===== src/rtl/pipe_stage_pkg.sv =====
// Shared types and defaults for the elastic pipeline-stage register.
// Latency: n/a (declarations only).
// Backpressure: n/a.
package pipe_stage_pkg;

    // Occupancy state of the 2-entry stage. The encoding doubles as the occupancy count.
    typedef enum logic [1:0] {
        EMPTY = 2'd0,
        ONE   = 2'd1,
        TWO   = 2'd2
    } stage_state_t;

    // Default width of the optional statistics counters.
    localparam int PIPE_CNT_W_DEF = 16;

endpackage : pipe_stage_pkg


===== src/rtl/pipe_sat_cnt.sv =====
// Saturating up-counter with synchronous clear, used for stage statistics.
// Latency: count updates one cycle after inc/clear are sampled.
// Backpressure: none; inc is ignored once the count reaches all-ones.
//
// Ports:
//   CLK, nRST : clock (rising edge) and asynchronous active-low reset
//   i_inc     : add one this cycle (held at all-ones once saturated)
//   i_clear   : synchronous return to zero, wins over i_inc
//   o_cnt     : current count
module pipe_sat_cnt #(
    parameter int W = 16
) (
    input  logic         CLK,
    input  logic         nRST,
    input  logic         i_inc,
    input  logic         i_clear,
    output logic [W-1:0] o_cnt
);

    logic [W-1:0] r_cnt;

    always_ff @(posedge CLK or negedge nRST) begin
        if (!nRST) begin
            r_cnt <= '0;
        end else if (i_clear) begin
            r_cnt <= '0;
        end else if (i_inc && (r_cnt != {W{1'b1}})) begin
            r_cnt <= r_cnt + 1'b1;
        end
    end

    assign o_cnt = r_cnt;

endmodule : pipe_sat_cnt


===== src/rtl/pipe_stage_reg.sv =====
// Elastic pipeline-stage register: 2-entry skid buffer with valid/ready on both sides and flush.
// Latency: one cycle from in_valid/in_ready to out_valid; one beat per cycle while out_ready is high.
// Backpressure: in_ready is a flop decode (low only when both entries are full), so it does not depend on out_ready.
//
// Ports:
//   CLK, nRST            : clock (rising edge) and asynchronous active-low reset
//   flush                : synchronous squash of all held beats (same-cycle input beat discarded)
//   in_valid/in_ready    : upstream handshake, in_data is the payload
//   out_valid/out_ready  : downstream handshake, out_data is the head entry
//   occ                  : occupancy 0..2
//   stall_cnt, flush_cnt : statistics, present only when PIPE_STAGE_STATS_EN is defined
//
// Optional feature macro: PIPE_STAGE_STATS_EN.
module pipe_stage_reg
    import pipe_stage_pkg::*;
#(
    parameter int                DATA_W    = 64,
    parameter logic [DATA_W-1:0] FLUSH_VAL = '0,
    parameter int                CNT_W     = PIPE_CNT_W_DEF
) (
    input  logic              CLK,
    input  logic              nRST,
    input  logic              flush,
    input  logic              in_valid,
    output logic              in_ready,
    input  logic [DATA_W-1:0] in_data,
    output logic              out_valid,
    input  logic              out_ready,
    output logic [DATA_W-1:0] out_data,
    output logic [1:0]        occ
`ifdef PIPE_STAGE_STATS_EN
    ,
    output logic [CNT_W-1:0]  stall_cnt,
    output logic [CNT_W-1:0]  flush_cnt
`endif
);

    stage_state_t      r_state;
    stage_state_t      w_state_nxt;
    logic [DATA_W-1:0] r_main;
    logic [DATA_W-1:0] r_skid;
    logic [DATA_W-1:0] w_main_nxt;
    logic [DATA_W-1:0] w_skid_nxt;
    logic              w_in_xfer;
    logic              w_out_xfer;

    assign w_in_xfer  = in_valid & in_ready;
    assign w_out_xfer = out_valid & out_ready;

    // State and storage registers.
    always_ff @(posedge CLK or negedge nRST) begin
        if (!nRST) begin
            r_state <= EMPTY;
            r_main  <= FLUSH_VAL;
            r_skid  <= FLUSH_VAL;
        end else begin
            r_state <= w_state_nxt;
            r_main  <= w_main_nxt;
            r_skid  <= w_skid_nxt;
        end
    end

    // Next-state and storage update.
    always_comb begin
        w_state_nxt = r_state;
        w_main_nxt  = r_main;
        w_skid_nxt  = r_skid;

        if (flush) begin
            // Any out_xfer this cycle has already been sampled downstream; the rest is wrong-path.
            w_state_nxt = EMPTY;
            w_main_nxt  = FLUSH_VAL;
            w_skid_nxt  = FLUSH_VAL;
        end else begin
            case (r_state)
                EMPTY: begin
                    if (w_in_xfer) begin
                        w_state_nxt = ONE;
                        w_main_nxt  = in_data;
                    end
                end
                ONE: begin
                    if (w_in_xfer && w_out_xfer) begin
                        w_main_nxt = in_data;
                    end else if (w_in_xfer) begin
                        // Head is stalled: park the new beat behind it.
                        w_state_nxt = TWO;
                        w_skid_nxt  = in_data;
                    end else if (w_out_xfer) begin
                        w_state_nxt = EMPTY;
                    end
                end
                TWO: begin
                    // in_ready is low here, so only the drain can happen.
                    if (w_out_xfer) begin
                        w_state_nxt = ONE;
                        w_main_nxt  = r_skid;
                    end
                end
                default: begin
                    // Unused encoding: recover to a clean empty stage.
                    w_state_nxt = EMPTY;
                    w_main_nxt  = FLUSH_VAL;
                    w_skid_nxt  = FLUSH_VAL;
                end
            endcase
        end
    end

    // Outputs are decodes of flops only.
    assign out_valid = (r_state != EMPTY);
    assign in_ready  = (r_state != TWO);
    assign out_data  = r_main;

    always_comb begin
        occ = 2'd0;
        case (r_state)
            EMPTY:   occ = 2'd0;
            ONE:     occ = 2'd1;
            TWO:     occ = 2'd2;
            default: occ = 2'd0;
        endcase
    end

`ifdef PIPE_STAGE_STATS_EN
    logic w_stall_inc;
    logic w_flush_inc;

    assign w_stall_inc = out_valid & ~out_ready;
    // Only count flushes that actually discard held beats.
    assign w_flush_inc = flush & (r_state != EMPTY);

    pipe_sat_cnt #(
        .W (CNT_W)
    ) u_stall_cnt (
        .CLK     (CLK),
        .nRST    (nRST),
        .i_inc   (w_stall_inc),
        .i_clear (1'b0),
        .o_cnt   (stall_cnt)
    );

    pipe_sat_cnt #(
        .W (CNT_W)
    ) u_flush_cnt (
        .CLK     (CLK),
        .nRST    (nRST),
        .i_inc   (w_flush_inc),
        .i_clear (1'b0),
        .o_cnt   (flush_cnt)
    );
`endif

endmodule : pipe_stage_reg


===== config.mk =====
export PLATFORM = sky130hd
export DESIGN_NAME = pipe_stage_reg
export DESIGN_NICKNAME = d
export VERILOG_FILES = /design/src/rtl/pipe_stage_pkg.sv /design/src/rtl/pipe_sat_cnt.sv /design/src/rtl/pipe_stage_reg.sv
export SDC_FILE = /design/constraint.sdc
export NUM_CORES = 1
export LEC_CHECK = 0
export BUFFER_PORTS_ARGS = -buffer_cell sky130_fd_sc_hd__buf_2
export CAP_MARGIN = 20
export CORE_ASPECT_RATIO = 0.7
export CORE_MARGIN = 2
export CORE_UTILIZATION = 57
export CTS_CLUSTER_DIAMETER = 80
export DETAILED_ROUTE_END_ITERATION = 8
export PLACE_DENSITY = 0.84
export SYNTH_ARGS = -nofsm -noshare
export SYNTH_HDL_FRONTEND = slang
export SYNTH_SLANG_ARGS = --single-unit

===== constraint.sdc =====
create_clock -name CLK -period 3.8 [get_ports CLK]
set_input_delay 0.76 -clock CLK [delete_from_list [all_inputs] [get_ports CLK]]
set_output_delay 0.76 -clock CLK [all_outputs]
set_load 0.03 [all_outputs]

### Word-level counts from Yosys, hierarchy flattened

Index checks and enable logic that the tools add are counted.

| word-level totals | value |
|---|---|
| register bits | 130 |
| output and inout port bits | 68 |
| logic and storage cells | 38 |

| operators by class | value |
|---|---|
| eq/ne operators | 10 |
| muxes and demuxes | 16 |
| bitwise logic cells | 2 |
| reductions and logical operators | 7 |

Operators with widths:

| kind | number |
|---|---|
| 64-bit two-way mux | 6 |
| 64-bit one-hot mux with 3 select lines | 1 |
| 64-bit one-hot mux with 2 select lines | 1 |
| 3-bit != test, second input constant | 5 |
| 2-bit two-way mux | 6 |
| 2-bit one-hot mux with 3 select lines | 1 |
| 3-bit AND reduction | 2 |
| 4-bit != test, second input constant | 1 |
| 2-bit one-hot mux with 2 select lines | 1 |
| 4-bit AND reduction | 1 |
| 1-bit bitwise AND | 2 |
| 2-bit by 1-bit equality test with 1-bit output, second input constant | 1 |
| 2-bit equality test, second input constant | 1 |
| 2-bit logical NOT | 1 |
| 2-bit by 1-bit != test with 1-bit output, second input constant | 1 |
| 2-bit != test, second input constant | 1 |
| 2-bit nonzero test | 1 |
| 2-bit OR reduction | 1 |
| 1-bit logical AND | 1 |

### Logic depth before layout (Yosys ltp)

| logic depth | value |
|---|---|
| depth in word-level cells | 7 |
| depth in mapped cells | 8 |
| mapped depth without buffers | 4 |

### Worst setup path after synthesis

Ideal clock, no wire load.

| timing | value |
|---|---|
| kind | flip-flop to output port |
| start | register r_state[1] |
| end | output port occ[1] |
| arrival | 1.300 ns |
| required time | 3.040 ns |
| slack | 1.740 ns |
| stages on the path, launching flop included | 5 |
| buffers on the path | 2 |
| cell sequence | dfrtp_1 > buf_4 > nand2b_1 > clkinv_1 > buf_2 |

| on the way | value |
|---|---|
| longest elaborated chain between the ends | 2 |
| elaborated cells on any way between the ends | 3 |
| those cells by class | eq/ne: 2; mux: 1 |

Ends and longest elaborated chain:

| item | line | text |
|---|---|---|
| from (decl) | pipe_stage_reg.sv:38 | `stage_state_t r_state;` |
| from (signal assigned) | pipe_stage_reg.sv:57 | `r_state <= w_state_nxt;` |
| 2-bit equality test / 2-bit by 1-bit equality test with 1-bit output (equally long branches) | pipe_stage_reg.sv:117 | `case (r_state)` |
| 2-bit one-hot mux with 2 select lines (*) | pipe_stage_reg.sv:117 |  |
| to (decl) | pipe_stage_reg.sv:30 | `output logic [1:0] occ` |

Mark *: on every way between the ends. The rest lies on a longest branch, timed or not.

### Final worst setup path

| timing | value |
|---|---|
| start | register r_state[0] |
| end | output port occ[1] |

The elaborated chain is that of the path after synthesis.

==> impl_metrics.csv <==
group,metric,value,unit
yosys,synth_warnings,0,
clock_network,cts_buffers,17,
timing,setup_viol,0,
yosys,synth_top_family_by_area,"compound AO/OA/AOI/OAI gates",
timing,setup-tns-final,0,ns
grt,grt_start_max_net_pins,129,
yosys,ys_ff_latch,130,
grt,gr-total-overflow,0,
floorplanning,core-area,0.009609,mm2
routing,vias,4534,
pwr,power.leakage,3.252,nW
timing,max_freq,336.0,MHz
yosys,synthSimpleGateAreaFrac,0.1269,
place,gp_congestion,0.7643,
timing,slew_headroom,0.3933,
clock_network,post_cts_resized,0,
clock_network,cts_max_level,4,
setup_path,crit_type,"reg2out",
yosys,synthAdderAreaFrac,0,
routing,drcViolationCount,0,
routing,drt_iter0_drc,540,
timing,fin_crit,2.976,ns
yosys,synthXorXnorAreaFrac,0,
yosys,syn_avg_cell_area,10.40,um2
place,hpwlAfterDp,8262,um
floorplanning,die_y,86.73,um
grt,grt_antenna_before_repair,0,
yosys,synthTopCellsByArea,"dfrtp_1 58%, nand2_1 6.1%, a22o_1 6.0%",
yosys,synth-compound-area-share,0.2357,
cells_and_area,area_growth,21.85,%
yosys,synthMuxAreaShare,0.002021,
timing,worst_slack,0.8241,ns
timing,rsz0062_at_grt,"no",
routing,dr.pass1.iters,5,
cells_and_area,fill_cells,729,
setup_path,cp-end-kind,"output port",
floorplanning,row_count,30,
yosys,yosysSeqAreaShare,0.5837,
clock_network,clk-insertion-delay-late,0.40,ns
routing,via_per_inst,5.739,
pwr,vdd_ir_drop_max,427.2,uV
clock_network,cts-root-buf,"clkbuf_16",
timing,worst_slew_pin_slew,0.9101,ns
timing,drv_slew,0,
yosys,synth.distinct_cells,29,
routing,final_antenna_net_count,0,
yosys,async_reset_ff_frac,1.000,
grt,grtUsageTotal,0.2556,
flow_run,drv_cap,0,
clock_network,clk_pin_slew,0.06,ns
yosys,yosys.area.top_type,"dfrtp_1",
clock_network,cts_tree,"built",
routing,drt-wirelength-per-cell,16.42,um
timing,fin_crit_sh,0.7831,
grt,grt_pass1_wl,21090,um
clock_network,clockBufferDepth,2,
timing,hold_viol,0,
min_path,hp-class,"in2async",
setup_path,critPathLaunchType,"register",
outcome,outcome,"completed",
cells_and_area,nets,718,
clock_network,cts_sinks,130,
routing,drt_wl_total,12970,um
cells_and_area,antenna_cells,0,
floorplanning,design.die.area,0.01060,mm2
setup_path,cp.arrival,2.22,ns
clock_network,post_cts_buffers,0,
yosys,synth_area,0.005573,mm2
yosys,synth_ff_type,"dfrtp_1",
clock_network,hold_buffers,0,
yosys,synth_edf_count,0,
floorplanning,initial_utilization,0.5799,
cells_and_area,drive_gt1_frac,0.2749,
place,port_buffers,136,
setup_path,critPathMaxFanout,27,
yosys,synthCells,536,
timing,fin_worst_skew,0.01155,ns
setup_path,cp.required,3.04,ns
yosys,synth_top_area_frac,0.5837,
floorplanning,io_pins,137,
place,place_ws,1.044,ns
yosys,syn_nets,605,
grt,grt_pass1_vias,4304,
pwr,power.density,513.1,mW/mm2
floorplanning,dieWidth,122.2,um
## power breakdown
part / total, mW / internal, mW / switching [mW]
Clock: 1.48 / 0.860 / 0.620
Combinational: 0.484 / 0.148 / 0.335
Sequential: 1.52 / 1.47 / 0.0487
Total: 3.48 / 2.48 / 1.00
## metrics by stage
stage          power, mW  instances  hold WS (ns)  cell area (um2)    util
5_1_grt            3.627        790        0.4900             6790  0.7066
3_5_place_dp       2.027        758        0.4652             6243  0.6497
4_1_cts            3.508        790        0.4708             6790  0.7066
3_3_place_gp       2.014        758        0.4577             6243  0.6497
2_1_floorplan      1.851        536        0.4644             5573       -
6_report           3.484        790        0.4495             6790  0.7066
## cell families (layout without fill, tap and decap cells)
family                 count (synthesis)  after routing
AND/OR/NAND/NOR                      154            154
AO/OA/AOI/OAI                        198            198
buffers and inverters                 53            179
flip-flops                           130            130
multiplexers                           1              1
## cells in the mapped netlist, types with 7 or more instances
| library cell | instances |
|---|---|
| o31ai_1 | 26 |
| nor2b_1 | 22 |
| a21oi_1 | 27 |
| dfrtp_1 | 130 |
| clkbuf_1 | 15 |
| a22oi_1 | 38 |
| buf_2 | 18 |
| buf_4 | 13 |
| nand3_1 | 26 |
| o21ai_0 | 53 |
| a22o_1 | 38 |
| and2b_1 | 7 |
| nand2_1 | 90 |
| o21ai_1 | 11 |
## path summary, 6_finish.rpt
check | start | end | slack [ns] | cells after the start
min in group CLK | out_data[35] | out_data[35] | 0.47 | 2
max | r_state[0] | occ[1] | 0.82 | 3
min reg2reg | out_data[35] | out_data[35] | 0.47 | 2
max in group asynchronous | nRST | out_data[47] | 2.54 | 2
min | nRST | out_data[10] | 0.45 | 1
max reg2reg | r_state[1] | r_skid[49] | 1.41 | 6
## critical path: stages, from the launching register on
cell and delay, ns:
dfrtp_1 0.46, nand2b_1 0.27, clkinv_1 0.67, buf_2 0.43
## cells in the final DEF, fill, tap and decap left out, types with 2 or more instances in the layout
cell | Yosys | layout
a22oi_1 | 38 | 38
nand2_1 | 90 | 90
clkinvlp_4 | 0 | 5
dfrtp_1 | 130 | 130
o21ai_1 | 11 | 11
inv_1 | 2 | 2
nand2b_1 | 2 | 2
buf_4 | 13 | 7
buf_12 | 0 | 2
and2b_1 | 7 | 7
nor2b_1 | 22 | 22
nand3_1 | 26 | 26
inv_6 | 0 | 4
clkbuf_16 | 0 | 17
buf_2 | 18 | 135
a22o_1 | 38 | 38
a21oi_1 | 27 | 27
clkinv_4 | 0 | 3
o31ai_1 | 26 | 26
o21ai_0 | 53 | 53
## state kept, by name (all words and copies together) (netlist names)
name	flops
r_skid	64
r_state	2
out_data	64
## final cells by class
type	count	area [um2]	share of cell area
tap	128	160.2	0.02359
multi-input combinational	353	2051	0.3020
timing repair buffer	144	768.2	0.1131
sequential	130	3253	0.4791
clock inverter	13	103.9	0.01529
clock buffer	19	442.9	0.06523
inverter	3	11.26	0.001658
## metal layers
metal	global-route usage	wire length, um	vias to the layer above
met3	0.07632	876	15
met5	0	0	-
met2	0.3829	6004	148
met1	0.3629	5973	2230
li1	-	-	2141
met4	0.07837	116	0
Note: power is estimated with default switching activity, not from simulation.
